[src/rtl/uart_pkg.sv]
// Shared UART definitions: receiver state encoding and the
// default bit period used by both transmitter and receiver.
package uart_pkg;

  localparam int UART_WAIT_DIV = 25;

  typedef enum logic [1:0] {
    IDLE,
    START,
    DATA,
    STOP
  } uart_rx_state_t;

endpackage

[src/rtl/sync_2ff.sv]
// Two-flop synchronizer for a single asynchronous input bit.
// The reset value lets an idle-high line come out of reset idle.
module sync_2ff #(
  parameter logic RST_VAL = 1'b1
) (
  input  logic clk,
  input  logic rst,
  input  logic d,
  output logic q
);

  logic meta;

  always_ff @(posedge clk) begin
    if (rst) begin
      meta <= RST_VAL;
      q    <= RST_VAL;
    end else begin
      meta <= d;
      q    <= meta;
    end
  end

endmodule

[src/rtl/uart_rx.sv]
// UART 8N1 receiver: mid-bit sampling with a clock-count timer,
// valid/ready byte output, framing and overrun pulses.
module uart_rx
  import uart_pkg::*;
#(
  parameter int WAIT_DIV = UART_WAIT_DIV
) (
  input  logic       clk,
  input  logic       rst,
  input  logic       rxd,
  output logic [7:0] rdata,
  output logic       rvalid,
  input  logic       rready,
  output logic       ferr,
  output logic       ovf
);

  localparam int CW = $clog2(WAIT_DIV);
  localparam logic [CW-1:0] HALF = CW'(WAIT_DIV / 2 - 1);
  localparam logic [CW-1:0] LAST = CW'(WAIT_DIV - 1);

  uart_rx_state_t state, state_n;

  logic          rxd_s, rxd_p;
  logic [CW-1:0] wait_cnt, wait_n;
  logic [2:0]    bit_cnt, bit_n;
  logic [7:0]    shift, shift_n;
  logic [7:0]    rdata_n;
  logic          rvalid_n, ferr_n, ovf_n;
  logic          deliver;

  sync_2ff #(.RST_VAL(1'b1)) u_sync (
    .clk (clk),
    .rst (rst),
    .d   (rxd),
    .q   (rxd_s)
  );

  always_comb begin
    state_n  = state;
    wait_n   = wait_cnt;
    bit_n    = bit_cnt;
    shift_n  = shift;
    rdata_n  = rdata;
    rvalid_n = rvalid;
    ferr_n   = 1'b0;
    ovf_n    = 1'b0;
    deliver  = 1'b0;

    if (rvalid && rready)
      rvalid_n = 1'b0;

    unique case (state)
      IDLE: begin
        // Edge-triggered so a held-low line cannot restart frames.
        if (rxd_p && !rxd_s) begin
          state_n = START;
          wait_n  = '0;
        end
      end
      START: begin
        if (wait_cnt == HALF) begin
          wait_n = '0;
          if (!rxd_s) begin
            state_n = DATA;
            bit_n   = 3'd0;
          end else begin
            state_n = IDLE;
          end
        end else begin
          wait_n = wait_cnt + CW'(1);
        end
      end
      DATA: begin
        if (wait_cnt == LAST) begin
          wait_n  = '0;
          shift_n = {rxd_s, shift[7:1]};
          if (bit_cnt == 3'd7)
            state_n = STOP;
          else
            bit_n = bit_cnt + 3'd1;
        end else begin
          wait_n = wait_cnt + CW'(1);
        end
      end
      STOP: begin
        if (wait_cnt == LAST) begin
          wait_n  = '0;
          state_n = IDLE;
          if (rxd_s)
            deliver = 1'b1;
          else
            ferr_n = 1'b1;
        end else begin
          wait_n = wait_cnt + CW'(1);
        end
      end
    endcase

    // A consume in the same cycle frees the slot for the new byte.
    if (deliver) begin
      if (rvalid && !rready) begin
        ovf_n = 1'b1;
      end else begin
        rdata_n  = shift;
        rvalid_n = 1'b1;
      end
    end
  end

  always_ff @(posedge clk) begin
    if (rst) begin
      state    <= IDLE;
      rxd_p    <= 1'b1;
      wait_cnt <= '0;
      bit_cnt  <= 3'd0;
      shift    <= 8'd0;
      rdata    <= 8'd0;
      rvalid   <= 1'b0;
      ferr     <= 1'b0;
      ovf      <= 1'b0;
    end else begin
      state    <= state_n;
      rxd_p    <= rxd_s;
      wait_cnt <= wait_n;
      bit_cnt  <= bit_n;
      shift    <= shift_n;
      rdata    <= rdata_n;
      rvalid   <= rvalid_n;
      ferr     <= ferr_n;
      ovf      <= ovf_n;
    end
  end

endmodule

[config.mk]
export PLATFORM = sky130hd
export DESIGN_NAME = uart_rx
export DESIGN_NICKNAME = d
export VERILOG_FILES = /design/src/rtl/uart_pkg.sv /design/src/rtl/sync_2ff.sv /design/src/rtl/uart_rx.sv
export SDC_FILE = /design/constraint.sdc
export NUM_CORES = 1
export LEC_CHECK = 0
export BUFFER_PORTS_ARGS = -buffer_cell sky130_fd_sc_hd__buf_2
export CAP_MARGIN = 20
export CORE_ASPECT_RATIO = 1.5
export CORE_UTILIZATION = 51
export DETAILED_ROUTE_END_ITERATION = 16
export PLACE_DENSITY = 0.75
export SYNTH_ARGS = -nofsm -noshare
export SYNTH_HDL_FRONTEND = slang
export SYNTH_HIERARCHICAL = 1
export SYNTH_SLANG_ARGS = --single-unit
[constraint.sdc]
create_clock -name clk -period 1.4 [get_ports clk]
set_input_delay 0.35 -clock clk [delete_from_list [all_inputs] [get_ports clk]]
set_output_delay 0.35 -clock clk [all_outputs]
set_load 0.02 [all_outputs]
* Yosys cells after proc, flatten, opt, wreduce, memory -nomap -nowiden
Cells that the tools add are included.
** Storage, ports and cells
- Bits in registers :: 32
- Bits in read-only memories :: 0
- Latch bits :: 0
- RAM bits :: 0
- Memories :: 0
** Cells by class
- $mul :: 0
- Reductions and logical operators :: 14
- Div/mod/pow operators :: 0
- $add $sub $neg :: 2
- Mux-type cells :: 24
- $lt $le $gt $ge :: 0
- Shift-type cells :: 0
- Bitwise logic cells :: 4
- Equal/unequal tests :: 13
** Operators with widths (count)
- two-way mux 5 bit :: 3
- one-hot mux 5 bit (3 select lines) :: 1
- inequality test 2 bit, second input constant :: 7
- two-way mux 2 bit :: 6
- two-way mux 3 bit :: 4
- AND reduction 5 bit :: 2
- two-way mux 1 bit :: 8
- one-hot mux 2 bit (4 select lines) :: 1
- one-hot mux 3 bit (2 select lines) :: 1
- adder 5 x 1 -> 5 bit, second input constant :: 1
- == test 5 x 4 -> 1 bit, second input constant :: 1
- == test 5 bit, second input constant :: 1
- == test 2 bit, second input constant :: 2
- NOT 1 bit :: 4
- AND reduction 2 bit :: 2
- OR reduction 2 bit :: 2
- adder 3 x 1 -> 3 bit, second input constant :: 1
- == test 3 bit, second input constant :: 1
- logical AND 1 bit :: 3
- OR reduction 3 bit :: 1
- == test 2 x 1 -> 1 bit, second input constant :: 1
- zero test 1 bit :: 2
- zero test 2 bit :: 1
- nonzero test 2 bit :: 1

* Logic depth before layout (Yosys ltp)
- Depth after elaboration :: 5
- Gate-level depth with buffers :: 7
- Mapped depth without buffers :: 6

* Cells and area by module
Netlist, hierarchy kept.
** By module, submodules not included
- uart_rx :: cells each 141, area each 1331.3 sq um, seq. area each 600.6 sq um, times used 1
- sync_2ff :: cells each 4, area each 52.6 sq um, seq. area each 40.0 sq um, times used 1

* Worst setup path before layout
Ideal clock, no wire load.
- Kind :: reg2reg
- Start point :: register wait_cnt[0]
- End point :: register wait_cnt[0]
- Stages on the path, launching flop included :: 7
- Period minus slack after synthesis :: 1478 ps
- Required time :: 1314 ps
- Buffers on the path :: 0
- Arrival time :: 1393 ps
- Slack :: -78 ps
- Cell sequence :: dfxtp_1 > inv_1 > ha_1 > and4b_2 > o22ai_1 > nor2_1 > a211oi_1
** Between the ends
- Longest elaborated chain between the ends :: 3
- Elaborated cells on any way between the ends :: 6
** RTL lines
- from (decl) :: RTL line uart_rx.sv:25 : logic [CW-1:0] wait_cnt, wait_n;
- from (signal assigned) :: RTL line uart_rx.sv:125 : wait_cnt <= wait_n;
- adder 5 x 1 -> 5 bit, or another cell as far along :: RTL line uart_rx.sv:71, uart_rx.sv:83, uart_rx.sv:95
- two-way mux 5 bit, on equally long branches :: RTL line uart_rx.sv:75, uart_rx.sv:87, uart_rx.sv:62
- one-hot mux 5 bit (3 select lines) (*) :: RTL line uart_rx.sv:53 : unique case (state)
Mark *: on every way between the ends. The rest lies on a longest branch, timed or not.
A chain may end at the register's enable or synchronous reset.

* Final worst setup path
- Start point :: register wait_cnt[1]
- End point :: register rdata[0]
** Between the ends
- Longest elaborated chain between the ends :: 4
** RTL lines
- == test 5 bit :: RTL line uart_rx.sv:87 : if (wait_cnt == LAST) begin
- two-way mux 1 bit :: RTL line uart_rx.sv:87
- two-way mux 1 bit :: RTL line uart_rx.sv:53
- AND reduction 2 bit (no line)
- to (signal assigned) :: RTL line uart_rx.sv:128 : rdata <= rdata_n;
- to (decl) :: RTL line uart_rx.sv:11 : output logic [7:0] rdata,
Every way passes these cells.

==> flow_metrics.py <==
metrics = {
    "clock_tree": {
        "cts_tree": "built",
        "clkTransAtPathRegs_ns": 0.10,
        "cts_hold_buf": 0,
        "cts_root_buffer": "clkbuf_4",
        "cts_buffer_depth": 2,
        "insertion_delay_ns": 0.34,
        "clock-sinks": 32,
        "cts_buffers": 5,
        "cts_htree_levels": 2,
    },
    "power": {
        "power_leakage_nw": 0.659,
        "power_per_cell_area_nw_per_um2": 906,
        "irDropWorstVdd_mv": 0.657,
        "total_power_w": 0.00156,
    },
    "final_layout": {
        "drive_gt1_frac": 0.358,
        "diodes": 0,
        "nets": 183,
        "layout_common_cells": "dfxtp_1 (28), nor2_1 (20), mux2i_1 (15)",
        "utilization": 0.689,
        "final_cells": 212,
        "final_common_cell": "dfxtp_1",
        "final_area_sq_um": 1730,
        "syn_to_final_growth_pct": 24.8,
    },
    "floorplan": {
        "fp-row-count": 22,
        "die_w_um": 44.5,
        "start_util": 0.552,
        "design.die.area_sq_um": 2930,
        "dieHeight_um": 65.8,
        "design.core.area_sq_um": 2500,
        "io_pins": 15,
    },
    "logic_synthesis": {
        "synth_cells": 145,
        "synth_seq_area_share": 0.463,
        "synth_top_area_share": 0.463,
        "avgSynthCellArea_sq_um": 9.54,
        "synth_area_sq_um": 1380,
        "synth_nets": 153,
        "ys_ff_latch": 32,
        "yosys-top-cells-area": "dfxtp_1 (46%), mux2i_1 (12%), nor2_1 (5.4%)",
        "synth.largest_area_cell": "dfxtp_1",
        "yosys_warnings": 6,
        "ys_types": 35,
    },
    "worst_setup_path": {
        "r2r_end": "rdata[0]",
        "critPathCaptureType": "flop",
        "crit_type": "reg -> reg",
        "startpoint": "wait_cnt[1]",
        "reg2reg_depth": 7,
        "cp.required_ns": 1.62,
        "setup.worst_path.start_class": "flop",
        "critPathArrivalTime_ns": 1.71,
        "r2r_start": "wait_cnt[1]",
        "cp_max_fo": 8,
        "rrSetupSlack_ns": -0.09,
    },
    "route": {
        "avgRoutedWirePerCell_um": 13.6,
        "drt_wl_total_um": 2880,
        "drtIter0Drc": 18,
        "drc": 0,
        "vias": 1104,
        "dr.pass1.iters": 6,
        "drtAntennaViolNets": 0,
        "vias_per_cell": 5.21,
    },
    "sta": {
        "hold_ws_ns": 0.181,
        "fin_ws_ns": -0.0856,
        "slew_headroom": 0.658,
        "setup_viol": 21,
        "hold_violations": 0,
        "max_freq_mhz": 673,
        "fin_crit_sh": 1.06,
        "max_slew.worst_pin.slew_ns": 0.508,
        "period_minus_slack_ns": 1.49,
        "slew_violations": 0,
        "rsz0062_at_grt": "true",
        "fin_worst_skew_ns": 0.0117,
    },
    "placement": {
        "io_buffers": 14,
        "place_area_sq_um": 1600,
        "dp_hpwl_um": 2040,
        "dp_cells": 203,
        "gp_congestion": 0.866,
    },
    "grt": {
        "grt_overflow": 0,
        "grt_pass1_vias": 1088,
        "antenna_found_initial": 0,
        "grt_pass1_wl_um": 4860,
        "grt_usage": 0.228,
        "grt_max_degree": 21,
    },
    "run_status": {
        "failed_checks": "negative setup slack",
        "status": "finished, violations left",
    },
    "worst_hold_path": {
        "worstHoldPathType": "in -> reg",
        "holdPathStages": 2,
        "hold_path.startpoint": "rxd",
        "min_to": "u_sync/meta",
    },
    "run": {
        "drv_cap": 0,
    },
}
Yosys cell counts:
library cell	count
nand4b_1	2
dfxtp_1	32
or2_2	2
buf_4	3
clkbuf_1	1
buf_1	1
mux2i_1	16
a21boi_0	1
or3_1	3
nor2_1	20
o21ai_0	4
and4bb_2	1
and4b_2	1
buf_6	1
nand4b_4	1
a211oi_1	2
nor3_1	3
or2_1	2
buf_2	1
nand4_1	1
nor2_4	1
ha_1	4
nor3b_2	1
nand3_1	6
o22ai_1	2
and3_1	1
inv_1	6
a21oi_1	11
nand3b_1	1
nand2b_4	1
nand2_1	7
a31oi_1	1
a21o_2	1
o31ai_1	1
nand2b_1	3
per-layer routing:
layer / part of all wire / wire length, um / up-vias / GRT usage
li1: - / - / 564 / -
met1: 0.40 / 1160 / 518 / 0.241
met2: 0.55 / 1590 / 15 / 0.415
met3: 0.027 / 78 / 7 / 0.0519
met4: 0.017 / 49 / 0 / 0.0985
met5: 0 / 0 / - / 0
timing repair:
item,in CTS,in global routing
buffers inserted,1,0
gates cloned,0,0
resized for setup,7,11
endpoints found under the setup margin,16,26
pin swaps,5,14
area by class of cell:
type,instances,area (sq um)
fillers,207,778
multi-input cells,100,742
flip-flops and latches,32,646
repair buffers,30,210
clock buffers,6,51.3
well taps,36,45.0
inverters,6,22.5
clock inverters,2,10.0
flip-flops by register name (all words and copies together) (netlist names), named ones only:
register,cells
rxd_p,1
wait_cnt,5
ovf,1
bit_cnt,3
shift,8
state,1
u_sync/q,1
rdata,8
ferr,1
rvalid,1
u_sync/meta,1
worst max path at each step:
stage / to / slack, ns / depth (start not counted)
after floorplan: rdata[0] / 0.005 / 7
after global placement: rdata[6] / -0.03 / 7
after detailed placement: wait_cnt[2] / -0.07 / 6
after CTS: rdata[0] / -0.11 / 7
after global routing: rdata[0] / -0.21 / 7
final: rdata[0] / -0.09 / 7
metrics by stage:
step                setup TNS [ns]  setup slack (ns)
floorplan                        0           0.00466
global placement            -0.200           -0.0273
detailed placement          -0.663           -0.0722
CTS                          -1.38            -0.109
global route                 -2.94            -0.209
finish                      -0.920           -0.0856
cell families after synthesis:
logic type	Yosys count	share of synthesized area
adders and majority gates	4	0.0362
muxes	16	0.116
buffers and inverters	13	0.0497
and+or+nand+nor	57	0.240
AOI/OAI and AO/OA	23	0.0958
DFF	32	0.463
worst max-delay path: stages (launching register included):
cell,delay [ns]
dfxtp_2,0.34
inv_2,0.06
ha_4,0.15
nand4b_4,0.15
nor3b_2,0.21
buf_6,0.18
mux2i_1,0.22
nor2_1,0.07
where the power goes:
part | internal [W] | total, W | leakage, nW | switching, W
registers | 0.000918 | 0.000924 | 0.260 | 0.00000592
logic | 0.0000405 | 0.0000887 | 0.360 | 0.0000482
clock network | 0.000239 | 0.000551 | 0.0380 | 0.000313
total | 0.00120 | 0.00156 | 0.659 | 0.000367
Note: power is estimated with default switching activity, not from simulation.
